[config.mk]
export PLATFORM = sky130hd
export DESIGN_NAME = servant_mem_arbiter
export DESIGN_NICKNAME = d
export VERILOG_FILES = /design/src/rtl/servant_mem_arbiter.sv
export SDC_FILE = /design/constraint.sdc
export NUM_CORES = 1
export LEC_CHECK = 0
export ABC_AREA = 1
export BUFFER_PORTS_ARGS = -buffer_cell sky130_fd_sc_hd__buf_2
export CELL_PAD_IN_SITES_DETAIL_PLACEMENT = 1
export CELL_PAD_IN_SITES_GLOBAL_PLACEMENT = 1
export CORE_AREA = 2 2 120 122
export CTS_CLUSTER_DIAMETER = 100
export DETAILED_ROUTE_END_ITERATION = 16
export DIE_AREA = 0 0 122 124
export PLACE_DENSITY = 0.89
export SKIP_CTS_REPAIR_TIMING = 1
export SLEW_MARGIN = 20
export SYNTH_ARGS = -nofsm -noshare
export SYNTH_HDL_FRONTEND = slang
export SYNTH_SLANG_ARGS = --single-unit
export TNS_END_PERCENT = 20
[constraint.sdc]
create_clock -name wb_clk -period 4.45 [get_ports wb_clk]
set_input_delay 0.2225 -clock wb_clk [delete_from_list [all_inputs] [get_ports wb_clk]]
set_output_delay 0.2225 -clock wb_clk [all_outputs]
set_load 0.05 [all_outputs]
[src/rtl/servant_mem_arbiter.sv]
// Two-master Wishbone arbiter in front of a single memory port.
// Grants are round-robin or fixed-priority and are bounded by an ack timeout.
module servant_mem_arbiter #(
  parameter int TIMEOUT = 255,
  parameter bit RR      = 1'b1
) (
  input  logic        wb_clk,
  input  logic        wb_rst,
  input  logic [31:0] i_wb_m0_adr,
  input  logic [31:0] i_wb_m0_dat,
  input  logic [3:0]  i_wb_m0_sel,
  input  logic        i_wb_m0_we,
  input  logic        i_wb_m0_cyc,
  output logic [31:0] o_wb_m0_rdt,
  output logic        o_wb_m0_ack,
  input  logic [31:0] i_wb_m1_adr,
  input  logic [31:0] i_wb_m1_dat,
  input  logic [3:0]  i_wb_m1_sel,
  input  logic        i_wb_m1_we,
  input  logic        i_wb_m1_cyc,
  output logic [31:0] o_wb_m1_rdt,
  output logic        o_wb_m1_ack,
  output logic [31:0] o_wb_mem_adr,
  output logic [31:0] o_wb_mem_dat,
  output logic [3:0]  o_wb_mem_sel,
  output logic        o_wb_mem_we,
  output logic        o_wb_mem_cyc,
  input  logic [31:0] i_wb_mem_rdt,
  input  logic        i_wb_mem_ack,
  output logic        o_busy,
  output logic        o_timeout
);

  typedef enum logic [1:0] {IDLE, GNT0, GNT1} state_t;

  state_t      state, state_nx;
  logic        last_m1;
  logic [15:0] cnt;
  logic        g0, g1, cyc_sel, to_hit;

  always_comb begin
    g0      = (state == GNT0);
    g1      = (state == GNT1);
    cyc_sel = (g0 & i_wb_m0_cyc) | (g1 & i_wb_m1_cyc);
    // A real ack in the deadline cycle wins; an aborting master gets no forced ack.
    to_hit  = cyc_sel & ~i_wb_mem_ack & (cnt == 16'(TIMEOUT - 1));
  end

  always_comb begin
    o_wb_mem_adr = g0 ? i_wb_m0_adr : g1 ? i_wb_m1_adr : 32'd0;
    o_wb_mem_dat = g0 ? i_wb_m0_dat : g1 ? i_wb_m1_dat : 32'd0;
    o_wb_mem_sel = g0 ? i_wb_m0_sel : g1 ? i_wb_m1_sel : 4'd0;
    o_wb_mem_we  = (g0 & i_wb_m0_we) | (g1 & i_wb_m1_we);
    o_wb_mem_cyc = cyc_sel & ~to_hit;
    o_wb_m0_ack  = g0 & (i_wb_mem_ack | to_hit);
    o_wb_m1_ack  = g1 & (i_wb_mem_ack | to_hit);
    o_wb_m0_rdt  = (g0 & i_wb_mem_ack) ? i_wb_mem_rdt : 32'd0;
    o_wb_m1_rdt  = (g1 & i_wb_mem_ack) ? i_wb_mem_rdt : 32'd0;
    o_busy       = g0 | g1;
    o_timeout    = to_hit;
  end

  always_comb begin
    state_nx = state;
    case (state)
      IDLE: begin
        if (i_wb_m0_cyc && i_wb_m1_cyc)
          state_nx = (RR && !last_m1) ? GNT1 : GNT0;
        else if (i_wb_m0_cyc)
          state_nx = GNT0;
        else if (i_wb_m1_cyc)
          state_nx = GNT1;
      end
      GNT0, GNT1: begin
        if (i_wb_mem_ack || !cyc_sel || to_hit)
          state_nx = IDLE;
      end
      default: state_nx = IDLE;
    endcase
  end

  // last_m1 resets high so m0 takes the first tie.
  always_ff @(posedge wb_clk or posedge wb_rst) begin
    if (wb_rst) begin
      state   <= IDLE;
      cnt     <= 16'd0;
      last_m1 <= 1'b1;
    end else begin
      state <= state_nx;
      if (state == IDLE && state_nx != IDLE) begin
        cnt     <= 16'd0;
        last_m1 <= (state_nx == GNT1);
      end else if (o_busy && !i_wb_mem_ack) begin
        cnt <= cnt + 16'd1;
      end
    end
  end

endmodule

# Yosys cells after proc, flatten, opt, wreduce, memory -nomap -nowiden
# Index checks and enable logic that the tools add are counted.
[totals] register_bits=19 output_inout_bits=138 input_bits=175 word_cells=52
[op_classes] muxes=16 reduce_logical=11 bitwise_logic=17 addsub=1 eq_ne=4
[op_table] operator="32-bit 2-to-1 mux" n=6
[op_table] operator="16-bit 2-to-1 mux" n=2
[op_table] operator="16-bit by 1-bit adder with 16-bit output, second input constant" n=1
[op_table] operator="16-bit by 8-bit equality test with 1-bit output, second input constant" n=1
[op_table] operator="1-bit AND" n=11
[op_table] operator="2-bit 2-to-1 mux" n=5
[op_table] operator="4-bit 2-to-1 mux" n=2
[op_table] operator="2-bit equality test, second input constant" n=2
[op_table] operator="1-bit bitwise OR" n=4
[op_table] operator="2-bit case mux with 2 select lines" n=1
[op_table] operator="2-bit nonzero test" n=2
[op_table] operator="1-bit logical AND" n=3
[op_table] operator="2-bit by 1-bit equality test with 1-bit output, second input constant" n=1
[op_table] operator="1-bit logical NOT" n=2
[op_table] operator="2-bit logical NOT" n=1
[op_table] operator="1-bit logical OR" n=2
[op_table] operator="1-bit inverter" n=2
[op_table] operator="2-bit OR reduction" n=1

# Depth between registers and ports, before layout
# Gate-level depths: netlist (run 1).
[depth] depth_word=11 ltp_mapped=12 ltp_nobuf=12

# Least setup slack after synthesis (run 1)
# Ideal clock, no wire load.
[synth_path] path_type="register to output" startpoint="register state[0]" endpoint="output o_wb_m0_ack" path_slack_ns=2.189 required_time_ns=4.228 path_stages_with_launch=11 path_buffers=1 arrival_ns=2.038 path_cell_list="dfrtp_1 inv_1 ha_1 buf_2 nand2_1 a21oi_2 inv_1 or2_1 nand2_1 inv_1 nor2_1"
[synth_between] elab_chain_len=7 word_cells_on_any_way=9 cone_classes="2 x eq/ne; 7 x bitwise"
[synth_lines] item="from (decl)" line_no="36" source="state_t state, state_nx;"
[synth_lines] item="from (signal assigned)" line_no="89" source="state <= state_nx;"
[synth_lines] item="2-bit by 1-bit equality test with 1-bit output / 2-bit equality test (equally long branches)" line_no="42, 43"
[synth_lines] item="1-bit AND" line_no="44" source="cyc_sel = (g0 & i_wb_m0_cyc) | (g1 & i_wb_m1_cyc);"
[synth_lines] item="1-bit bitwise OR" line_no="44"
[synth_lines] item="1-bit AND (2 in a row)" line_no="46" source="to_hit = cyc_sel & ~i_wb_mem_ack & (cnt == 16'(TIMEOUT - 1));"
[synth_lines] item="1-bit bitwise OR" line_no="55" source="o_wb_m0_ack = g0 & (i_wb_mem_ack | to_hit);"
[synth_lines] item="1-bit AND *" line_no="55"
[synth_lines] item="to (decl)" line_no="15" source="output logic o_wb_m0_ack,"
# Mark *: on every way between the ends. The rest lies on a longest branch, timed or not.

# Worst setup path after layout (run 1)
[layout_path] startpoint="register state[1]" endpoint="output o_wb_mem_dat[6]"
[layout_between] elab_chain_len=3 word_cells_on_any_way=4 cone_classes="2 x eq/ne; 2 x mux"
[layout_lines] item="2-bit equality test" line_no="43" source="g1 = (state == GNT1);"
[layout_lines] item="32-bit 2-to-1 mux" line_no="51" source="o_wb_mem_dat = g0 ? i_wb_m0_dat : g1 ? i_wb_m1_dat : 32'd0;"
[layout_lines] item="32-bit 2-to-1 mux *" line_no="51"
[layout_lines] item="to (decl)" line_no="24" source="output logic [31:0] o_wb_mem_dat,"
# Marks and branches as above.

==> flow_summary.toml, run 1 <==
[timing]
clock_skew_ns = 0.00708
setup_viol = 0
setup_tns_ns = 0
fmax_mhz = 318
fin_crit_ns = 3.14
timing.final.hold_violations = 0
worst_hold_slack_ns = 0.102
slew_headroom_pct = 25.4
worstMarginPinSlew_ns = 1.12
fin_crit_sh_pct = 70.6
rsz0062_at_grt = "no"
slew_viol_final = 0

[routing]
wl_per_cell_um = 17.2
first_pass_iters = 5
drt-initial-drc-count = 283
viasPerCell = 4.38
drtAntennaViolNets = 0
num_vias = 4262
drc = 0
wl_um = 16700

[cells_and_area]
fin_area_um2 = 4460
layout_commonest_cell = "buf_2"
nNetsFinal = 973
area_delta_synth_final_pct = 64.6
drive_gt1_share_pct = 44.1
final_cell_mix = "buf_2 (312), nand2_1 (171), nand3_1 (79), nor2_1 (79), inv_1 (58)"

[critical_path]
critPathLaunchType = "flip-flop"
required_ns = 4.23
path_class = "flip-flop to output pin"
end_kind = "output pin"
worstPathMaxFanout = 69
cp.arrival_ns = 2.92

[clocking]
clock_path_buffers = 2
cts_root_buf = "clkbuf_16"
cts.clk_slew.worst_paths_ns = 0.06
cts.sinks = 19
cts_tree = "yes"
numCtsBuffers = 3
worstSkewPairLatency_ns = 0.26
htreeDepth = 1

[logic_synthesis]
synth_cell_types = 31
ys_seq_elements = 19
ys_warn_count = 0
synth_nets = 687
netlist_instances = 506
syn_area_um2 = 2710
seq_area_frac_synth_pct = 17.6
postSynthAreaPerCell_um2 = 5.35

[global_route]
grt_overflow = 0
grt_pass1_vias = 4044
grt_max_degree = 71
antenna_found_initial = 1
grt_pass1_wl_um = 23200
grtUsageTotal_pct = 20.4

[die]
rows = 43
chipWidth_um = 122
die_area_um2 = 15100
pin_count = 313
fp.dieH_um = 124
core-area_um2 = 13700
initial_core_util_pct = 19.7

[power_and_ir_drop]
power_per_cell_area_nw_per_um2 = 697
vdd_drop_max_mv = 0.298
leakagePower_nw = 3.00

[outcome]
status = "finished, final reports clean"

[placed_design]
dp_hpwl_um = 14100
io_buffers = 312
place_area_um2 = 4370
gp_congestion = 0.868

[min_path]
holdCritPathClass = "input pin to asynchronous set/reset pin"

[run]
maxCapViolations = 0
[per-stage QoR]
step | setup WS, ns | power [mW] | util (%) | instances
2_1_floorplan | 2.19 | 2.20 | - | 506
3_3_place_gp | 1.88 | 2.89 | 31.8 | 967
3_5_place_dp | 1.77 | 2.92 | 31.9 | 967
4_1_cts | 1.50 | 3.11 | 32.4 | 971
5_1_grt | 1.00 | 3.30 | 32.5 | 972
6_report | 1.31 | 3.10 | 32.5 | 972
[cell families after synthesis]
group | Yosys count | synth area share [%]
AND/OR/NAND/NOR | 352 | 55.4
adder cells (fa/ha/maj) | 6 | 2.77
flip-flops | 19 | 17.6
XOR/XNOR | 13 | 4.21
buffers and inverters | 94 | 13.8
AO/OA/AOI/OAI | 22 | 6.19
[critical path, stage by stage, from the launching register on]
cell and delay [ns]:
dfrtp_1 0.41, inv_1 0.11, ha_2 0.54, clkinv_2 0.86, nand3_1 0.30, nand2_1 0.16
buf_2 0.25
[routing by layer]
layer / up-vias / routed length, um / part of all wire, % / track usage [%]
met1: 1952 / 6550 / 39 / 24.9
li1: 2114 / - / - / -
met5: - / 0 / 0 / 0
met3: 13 / 2440 / 15 / 10.9
met4: 0 / 171 / 1.0 / 4.31
met2: 183 / 7590 / 45 / 32.0
[final timing paths]
path	start	endpoint	slack, ns	cells past startpoint
hold reg to reg	last_m1	last_m1	0.49	2
hold / removal	wb_rst	cnt[7]	0.10	2
max in group asynchronous	wb_rst	state[0]	3.86	2
min in group wb_clk	last_m1	last_m1	0.49	2
setup / recovery	state[1]	o_wb_mem_dat[6]	1.31	6
setup reg to reg	state[1]	cnt[8]	2.21	9
[cell usage after synthesis, drive strengths merged]
cell type  number  area, um^2
nand2         179         699
nor2           84         343
nand3          80         405
inv            60         225
clkbuf         20        75.1
dfrtp          18         450
a21oi          16         129
buf            13        70.1
xor2           11        96.3
ha              6        75.1
nor3            4        20.0
o21ai           3        15.0
a21boi          2        15.0
nand4           2        12.5
xnor2           2        17.5
a22o            1        8.76
and3            1        6.26
clkinv          1        3.75
dfstp           1        26.3
nand3b          1        7.51
or2             1        6.26
[report_power, final]
part / switching [mW] / total, mW / internal [mW]
registers: 0.0218 / 0.218 / 0.196
clock network: 0.0674 / 0.189 / 0.122
logic: 2.19 / 2.70 / 0.506
total: 2.28 / 3.10 / 0.824
[sequential cells by signal, summed over array words and instances (netlist names)]
name     count
cnt         16
state        2
last_m1      1
[cell type report]
| class | instances | area, um^2 |
|---|---|---|
| Multi-Input combinational cell | 393 | 1870 |
| Sequential cell | 19 | 477 |
| Inverter | 61 | 230 |
| Timing Repair Buffer | 314 | 1580 |
| Fill cell | 1918 | 9260 |
| Tap cell | 180 | 225 |
| Antenna cell | 1 | 2.50 |
| Clock buffer | 4 | 78.8 |
(Power assumes the default switching activity.)
==> run 2: changes to the inputs <==
CORE_AREA = default   (was 2 2 120 122)
CORE_MARGIN = 2   (was default)
CORE_UTILIZATION = 18   (was default)
DIE_AREA = default   (was 0 0 122 124)
PLACE_DENSITY = 0.87   (was 0.89)
clock period = 2.5 ns   (was 4.45 ns; I/O delays follow)
==> run 2 against run 1 <==
Power increased by 80%. Sequential power increased by 79%. Sequential share of layout area shrank 0.20 points. Critical path depth up 4. Via count rose by 0.61%. Critical endpoint is now o_wb_m1_ack. Clock-buffer cell count did not move. Cell count up 0.93%. Worst hold slack lost 0.097 ns. Die area is 6.0% higher. Wire length up 0.27%. Global-route usage decreased by 0.95 points.
==> flow_summary.toml, run 2 (synthesis results as in run 1) <==
[outcome]
status = "finished, final reports clean"

[power_and_ir_drop]
power_per_cell_area_nw_per_um2 = 1230
vdd_drop_max_mv = 0.768
leakagePower_nw = 3.03

[timing]
fin_crit_sh_pct = 89.7
fin_crit_ns = 2.24
fmax_mhz = 446
setup_viol = 0
slew_headroom_pct = 48.9
clock_skew_ns = 0.00467
worstMarginPinSlew_ns = 0.766
setup_tns_ns = 0
timing.final.hold_violations = 0
rsz0062_at_grt = "no"
slew_viol_final = 0

[cells_and_area]
layout_commonest_cell = "buf_2"
drive_gt1_share_pct = 44.2
nNetsFinal = 977
reg_top3 = "cnt (16), state (2), last_m1 (1)"
final_cell_mix = "buf_2 (311), nand2_1 (172), nand3_1 (79), nor2_1 (79), inv_1 (58)"
area_delta_synth_final_pct = 67.7
post-route-util_pct = 31.1
largest_register_ffs = 16
largest_register = "cnt"

[critical_path]
required_ns = 2.38
reg2reg_from = "state[0]"
cp.depth = 10
path_delay_family = "simple AND/OR/NAND/NOR gates"
cp.arrival_ns = 2.12
critPathLaunch = "state[0]"
rr_worst_depth = 12
worstPathMaxFanout = 4
worstSetupEndpoint = "o_wb_m1_ack"
cp_common_cell = "inv_1"
path_buf_inv = 4
timing.rr.end = "cnt[14]"
max_stage_delay_ns = 0.41
reg2reg_setup_slack_ns = 0.58
crit_chain = "inv_1 > ha_2 > nand2_1 > a21oi_2 > inv_1 > or2_1 > nand2_1 > inv_1 > nor2_1 > buf_2"
end_kind = "output pin"
critPathSlowestCell = "dfrtp_1"
path_class = "flip-flop to output pin"
critPathLaunchType = "flip-flop"

[placed_design]
dp_hpwl_um = 14100
io_buffers = 312
gp_congestion = 0.827

[routing]
wl_um = 16800
drtAntennaViolNets = 0
drc = 0
wl_per_cell_um = 17.1
drt-initial-drc-count = 187
viasPerCell = 4.37
first_pass_iters = 6
num_vias = 4288

[die]
fp.dieH_um = 127
initial_core_util_pct = 18.6
rows = 44
core-area_um2 = 14600
pin_count = 313
die_area_um2 = 16000
chipWidth_um = 127

[clocking]
worstSkewPairLatency_ns = 0.25
cts.clk_slew.worst_paths_ns = 0.06
cts_root_buf = "clkbuf_16"
cts.sinks = 19
htreeDepth = 1
cts_tree = "yes"
numCtsBuffers = 3
clock_path_buffers = 2

[global_route]
antenna_found_initial = 2
grt_pass1_wl_um = 24200
grt_pass1_vias = 4172
grt_max_degree = 72
grtUsageTotal_pct = 19.5
grt_overflow = 0

[min_path]
holdCritPathClass = "input pin to asynchronous set/reset pin"

[run]
maxCapViolations = 0
run 2: per-stage QoR:
step	setup slack (ns)	total power, mW	instance area, um^2	hold WS (ns)	std cells
5_1_grt	0.0576	5.96	4540	0.0826	979
4_1_cts	0.241	5.65	4540	0.0373	979
6_report	0.257	5.60	4540	0.00481	981
3_3_place_gp	0.585	5.26	4460	0.293	975
3_5_place_dp	0.515	5.30	4460	0.304	975
2_1_floorplan	0.337	3.92	2710	0.0754	506
run 2: area by class of cell:
cell class | instances | area (um^2)
fill | 2041 | 10000
multi-input combinational | 393 | 1860
timing repair buffer | 318 | 1660
sequential | 19 | 477
tap | 184 | 230
inverter | 61 | 229
clock buffer | 4 | 78.8
antenna | 2 | 5.00
run 2: worst min path at each step:
stage	start	endpoint	slack, ns	depth (start not counted)
after floorplan	wb_rst	cnt[0]	0.08	1
after global placement	wb_rst	cnt[6]	0.29	2
after detailed placement	wb_rst	cnt[5]	0.30	2
after CTS	wb_rst	cnt[15]	0.04	2
after global routing	wb_rst	cnt[6]	0.08	2
final	wb_rst	cnt[2]	0.005	2
run 2: power breakdown:
group	internal [mW]	total [mW]	switching, mW
clock network	0.217	0.335	0.118
logic	0.986	4.88	3.89
registers	0.349	0.390	0.0408
run 2: worst register-to-register path, stage by stage, from the launching register on:
cell,delay (ns)
dfrtp_1,0.40
inv_1,0.09
ha_1,0.39
nand2_4,0.13
nor2_4,0.15
nand2_2,0.09
nor2_4,0.11
nand2_2,0.09
nor2_2,0.12
nand2_1,0.07
nand2_1,0.06
nand2_1,0.05
a21oi_2,0.09
run 2: layer usage:
| metal | wire length (um) | vias up | GRT usage (%) |
|---|---|---|---|
| li1 | - | 2124 | - |
| met1 | 6380 | 1969 | 22.9 |
| met2 | 7480 | 183 | 30.5 |
| met3 | 2810 | 12 | 13.1 |
| met4 | 128 | 0 | 2.07 |
| met5 | 0 | - | 0 |
